<file path="src/rtl/stopwatch_ctrl.sv">
// stopwatch_ctrl: button-driven run/pause/lap/clear control with prescaled count enable
module stopwatch_ctrl #(
  parameter int DIV = 500000
) (
  input  logic CLK,
  input  logic R,
  input  logic SS,
  input  logic LC,
  output logic CE,
  output logic CLR,
  output logic DISP_LD,
  output logic RUN_LED,
  output logic LAP_LED
);
  typedef enum logic [1:0] {IDLE, RUN, LAP, STOP} state_t;
  localparam int W = $clog2(DIV);
  localparam logic [W-1:0] LAST = W'(DIV - 1);
  state_t state_q, state_d;
  logic [W-1:0] presc_q, presc_d;
  logic ss_prev_q, ss_prev_d, lc_prev_q, lc_prev_d;
  logic ss_edge, lc_edge, counting;
  // state, prescaler and button history; prev regs reset high so a held button is not an edge
  always_ff @(posedge CLK or posedge R) begin
    if (R) begin
      state_q   <= IDLE;
      presc_q   <= '0;
      ss_prev_q <= 1'b1;
      lc_prev_q <= 1'b1;
    end else begin
      state_q   <= state_d;
      presc_q   <= presc_d;
      ss_prev_q <= ss_prev_d;
      lc_prev_q <= lc_prev_d;
    end
  end
  // next state (start/stop wins over lap/clear), prescaler update and state-decoded outputs
  always_comb begin
    ss_edge   = SS & ~ss_prev_q;
    lc_edge   = LC & ~lc_prev_q;
    counting  = (state_q == RUN) || (state_q == LAP);
    ss_prev_d = SS;
    lc_prev_d = LC;
    state_d   = ss_edge ? (counting ? STOP : RUN)
              : lc_edge ? (state_q == RUN ? LAP : state_q == LAP ? RUN : IDLE)
              : state_q;
    presc_d   = counting ? (presc_q == LAST ? '0 : presc_q + 1'b1)
              : state_q == STOP ? presc_q : '0;
    CE        = counting && (presc_q == LAST);
    CLR       = state_q == IDLE;
    DISP_LD   = state_q != LAP;
    RUN_LED   = counting;
    LAP_LED   = state_q == LAP;
  end
endmodule

</file>
<file path="config.mk">
export PLATFORM = sky130hd
export DESIGN_NAME = stopwatch_ctrl
export DESIGN_NICKNAME = d
export VERILOG_FILES = /design/src/rtl/stopwatch_ctrl.sv
export SDC_FILE = /design/constraint.sdc
export NUM_CORES = 1
export LEC_CHECK = 0
export ABC_AREA = 1
export CAP_MARGIN = 20
export CORE_MARGIN = 10
export CORE_UTILIZATION = 25
export CTS_BUF_LIST = sky130_fd_sc_hd__clkbuf_16
export CTS_CLUSTER_DIAMETER = 150
export DETAILED_ROUTE_END_ITERATION = 10
export SYNTH_ARGS = -nofsm -noshare
export SYNTH_HDL_FRONTEND = slang
export SYNTH_SLANG_ARGS = --single-unit
</file>
<file path="constraint.sdc">
create_clock -name CLK -period 1.75 [get_ports CLK]
set_input_delay 0.35 -clock CLK [delete_from_list [all_inputs] [get_ports CLK]]
set_output_delay 0.35 -clock CLK [all_outputs]
set_load 0.05 [all_outputs]
</file>
# Yosys cells after proc, flatten, opt, wreduce, memory -nomap -nowiden
# Index checks and enable logic that the tools add are counted.
# Widths: inputs -> output; s select.
dict set report word_totals {
  input_bits 4
  reg_bits 23
}
dict set report op_classes {
  mux 8
  n_reduce_logical 4
  addsub 1
  eq_ne 6
  bitwise_logic 4
}
# operator count
set ops {}
lappend ops {{$mux 19} 3}
lappend ops {{$add 19x1->19 const B} 1}
lappend ops {{$eq 19x19->1 const B} 1}
lappend ops {{$mux 2} 4}
lappend ops {{$eq 2x2->1 const B} 2}
lappend ops {{$ne 2x2->1 const B} 2}
lappend ops {{$and 1x1->1} 2}
lappend ops {{$eq 2x1->1 const B} 1}
lappend ops {{$logic_not 2->1} 1}
lappend ops {{$not 1->1} 2}
lappend ops {{$reduce_bool 2->1} 1}
lappend ops {{$logic_and 1x1->1} 1}
lappend ops {{$logic_or 1x1->1} 1}
lappend ops {{$mux 1} 1}

# Longest topological paths before layout
dict set report depth {
  word_depth 5
  ltp_mapped 8
  mapped_depth_nobuf 8
}

# Worst setup path before layout
# Ideal clock, no wire load.
dict set report synth_timing {
  kind {register to output}
  startpoint {register state_q[1]}
  endpoint {output port CE}
  n_path_buf 0
  t_required_ns 1.400
  arrival_ns 1.906
  slack_ns -0.506
  path_stages_with_launch 5
  path_cell_list {dfrtp_1 > inv_1 > ha_1 > inv_2 > nor2_1}
}
dict set report synth_via {
  elab_chain_cells 3
  elab_cells_between_ends 4
  cone_classes {2 x eq/ne; 2 x reduce/logical}
}
# element line_no
set synth_lines {}
lappend synth_lines {{from (decl)} 18} ;# state_t state_q, state_d;
lappend synth_lines {{from (signal assigned)} 30} ;# state_q <= state_d;
lappend synth_lines {{$eq 2x1->1 / $eq 2x2->1 (equally long branches)} 40} ;# counting = (state_q == RUN) || (state_q == LAP);
lappend synth_lines {{$logic_or 1x1->1 *} 40}
lappend synth_lines {{net RUN_LED} 12} ;# output logic RUN_LED,
lappend synth_lines {{$logic_and 1x1->1 *} 48} ;# CE = counting && (presc_q == LAST);
lappend synth_lines {{to (decl)} 9} ;# output logic CE,
# The timed path passes the listed nets; every way through them passes the cells marked *.

# Worst setup path after layout
dict set report layout_timing {
  startpoint {register presc_q[0]}
  endpoint {output port CE}
}
dict set report layout_via {
  elab_chain_cells 2
}
# element line_no
set layout_lines {}
lappend layout_lines {{from (decl)} 19} ;# logic [W-1:0] presc_q, presc_d;
lappend layout_lines {{from (signal assigned)} 31} ;# presc_q <= presc_d;
lappend layout_lines {{$eq 19x19->1} 48}
lappend layout_lines {{$logic_and 1x1->1} 48}
# Every way passes these cells.

==> summary.md <==
| Metric | Value |
|---|---|
| Max VDD drop | between 0.7 and 0.8 mV |
| Cts hold-fix bufs | 0 |
| Pins Over Slew Limit | 0 |
| GR Overflow Total | 0 |
| CTS root buf | clkbuf_16 |
| Global-route usage over all layers | 0.0804 |
| Syn nets | approximately 210 |
| Filler instances | 603 |
| CTS sink cnt | 23 |
| Final period utilization | 0.997 |
| Flip-flop and latch area | just under 600 um2 |
| Crit path DAT | 1.39 ns |
| DP Wirelength | 2630 um |
| Initial Utilization | 0.254 |
| WL final | 3590 um |
| Mapped Area | 0.00149 mm2 |
| GPL Wtd Cong | 0.880 |
| Worst setup path startpoint | presc_q[0] |
| DR vias | 1367 |
| Non-filler cells, final | 308 |
| Clk pin slew, worst setup/hold paths | 0.07 ns |
| Post-synthesis sequential area ratio | 0.388 |
| Boundary pin count | 9 |
| First-pass GRT wire length | about 6500 um |
| P&R area growth vs syn | 32.9% |
| Maximum clock frequency | 573 MHz |
| Count of cell types in the netlist | 26 |
| Number of synthesized register bits | 23 |
| Drt first pass iters | 4 |
| Required @ worst endpoint | 1.40 ns |
| Post-synth top flop | dfrtp_1 |
| Core box area | 0.00585 mm2 |
| Largest net degree at the start of global routing | 24 |
| Final worst slack | 0.00554 ns |
| Bufs on Longest Clock Path | 2 |
| Syn Area/Cell | approximately 7.3 um2 |
| Reg2reg start | presc_q[0] |
| Period minus WS final | 1.74 ns |
| Warnings from Yosys | 0 |
| # Max-Cap Violations | 0 |
| TritonCTS clock tree | built |
| Critical path type | reg -> out |
| I/O Buffers | 8 |
| Chip height | 97.2 um |
| Final setup violation count | 0 |
| Placement Setup Slack | 0.0788 ns |
| FFs w/ async S/R, synth | 1.00 |
| Clock skew | 0.00605 ns |
| Area of the multi-input gates | ~840 um2 |
| Clk_lat worst skew | ~0.26 ns |
| # rows | 28 |
| Drt wl/cell | 11.7 um |
| Post-synth EDFFs | 0 |
| R2R depth | 8 |
| Die ar. | 0.00944 mm2 |
| CP Capture Type | output port |
| Power per Cell Area | between 1000 and 1500 mW/mm2 |
| Final net count | 243 |
| Layout cells sized above 1 | 0.253 |
| Worst Hold Slack | about 0.44 ns |
| H-tree depth | 1 |
| Pleak | 0.851 nW |
| # DRC | 0 |
| Initial DRC count | 99 |
| Startpoint Class | flip-flop |
| Antenna cell count | 0 |
| Placed insts | 290 |
| Die width | 97.2 um |
| Status | finished, final reports clean |
| Slew headroom | 0.792 |
| Worst Tran Pin Value | between 0.3 and 0.4 ns |
| Syn Inst Count | 203 |
| Crit-path max FO | 3 |
| Total CTS buffers | 3 |
| Initial antenna violation count | 0 |
| HP Class | in -> async |
| RSZ-0062 raised after global routing | true |
| Post-route ant nets | 0 |
| Hold Vio Cnt, Final | 0 |
| Vias in the first global route | 1419 |
| Routed vias/inst | 4.44 |
-- registers in the layout, indices dropped and copies added, names as in the netlist --
name and flops:
lc_prev_q 1, state_q 2, ss_prev_q 1, presc_q 19
-- cells in the final DEF, fill, tap and decap left out, types with 3 or more instances in the layout --
master	count
a21oi_1	5
buf_12	5
buf_4	19
clkbuf_16	3
clkdlybuf4s50_1	3
dfrtp_1	19
ha_2	3
inv_1	24
inv_2	3
nand2_1	50
nand3_1	14
nand4_1	7
nor2_1	27
nor2_2	7
nor2_4	6
o21ai_0	7
o21ai_1	4
o21bai_1	3
xor2_1	4
-- through the flow --
stage                     utilization  power [W]  instance area, um2  TNS [ns]
after floorplan                     -    0.00114                1500         0
final                           0.338    0.00204                1980         0
after global routing            0.338    0.00216                1980   -0.0694
after global placement          0.301    0.00146                1760         0
after CTS                       0.325    0.00205                1900   -0.0178
after detailed placement        0.301    0.00146                1760         0
-- critical path, cell delays in order, from the launching register on --
cell and delay, ns:
dfrtp_1 0.36, ha_2 0.21, nand2_4 0.08, nor2_4 0.11
nand3_2 0.12, nor2_4 0.12, buf_12 0.14
-- synthesized netlist by cell type, types with 5 or more instances --
library cell  instances  area, um2
nor2_1               32        120
ha_1                  5       62.6
o21ai_0               7       35.0
a21oi_1               5       25.0
nand3_1              14       70.1
nand2_1              51        191
inv_1                25       93.8
nand4_1               7       43.8
dfrtp_1              21        526
-- per-layer routing --
metal | wire length, um | GRT usage | vias to the layer above
met5 | 0 | 0 | -
met3 | 183 | 0.0199 | 11
met1 | 1670 | 0.0966 | 620
met4 | 91 | 0.0363 | 0
li1 | - | - | 707
met2 | 1650 | 0.131 | 29
-- final cells by class --
type / count / share of cell area
flip-flops and latches: 23 / 0.293
multi-input cells: 151 / 0.424
clock inverters: 1 / 0.00253
inverters: 27 / 0.0512
clock buffers: 3 / 0.0380
repair buffers: 28 / 0.144
well taps: 75 / 0.0474
-- worst paths after layout --
path / to / slack (ns)
worst max-delay path: CE / 0.006
worst min-delay path: state_q[1] / 0.44
worst max register to register: presc_q[0] / 0.20
worst min register to register: presc_q[15] / 0.55
max in group asynchronous: lc_prev_q / 1.03
min in group CLK: ss_prev_q / 0.51
-- power breakdown --
part           switching [W]  internal, W  total, W  leakage [nW]
Sequential         0.0000328     0.000580  0.000613         0.303
Combinational       0.000551     0.000364  0.000915         0.507
Clock               0.000207     0.000308  0.000516        0.0409
Total               0.000791      0.00125   0.00204         0.851
-- kinds of logic (layout without fill, tap and decap cells) --
kind of cell / after synthesis / in the layout / share of synthesized area
xor+xnor: 6 / 6 / 0.0353
simple gates: 117 / 117 / 0.361
fa+ha+maj: 5 / 5 / 0.0420
flops: 23 / 23 / 0.388
compound gates: 21 / 21 / 0.0857
mux: 2 / 2 / 0.0134
buf+inv: 29 / 59 / 0.0739
-- repair_timing --
item | in CTS | in global routing
pin swaps | 4 | 4
setup endpoints to repair | 2 | 3
gates resized for setup | 6 | 7
setup buffers | 6 | 8
(Power assumes the default switching activity.)
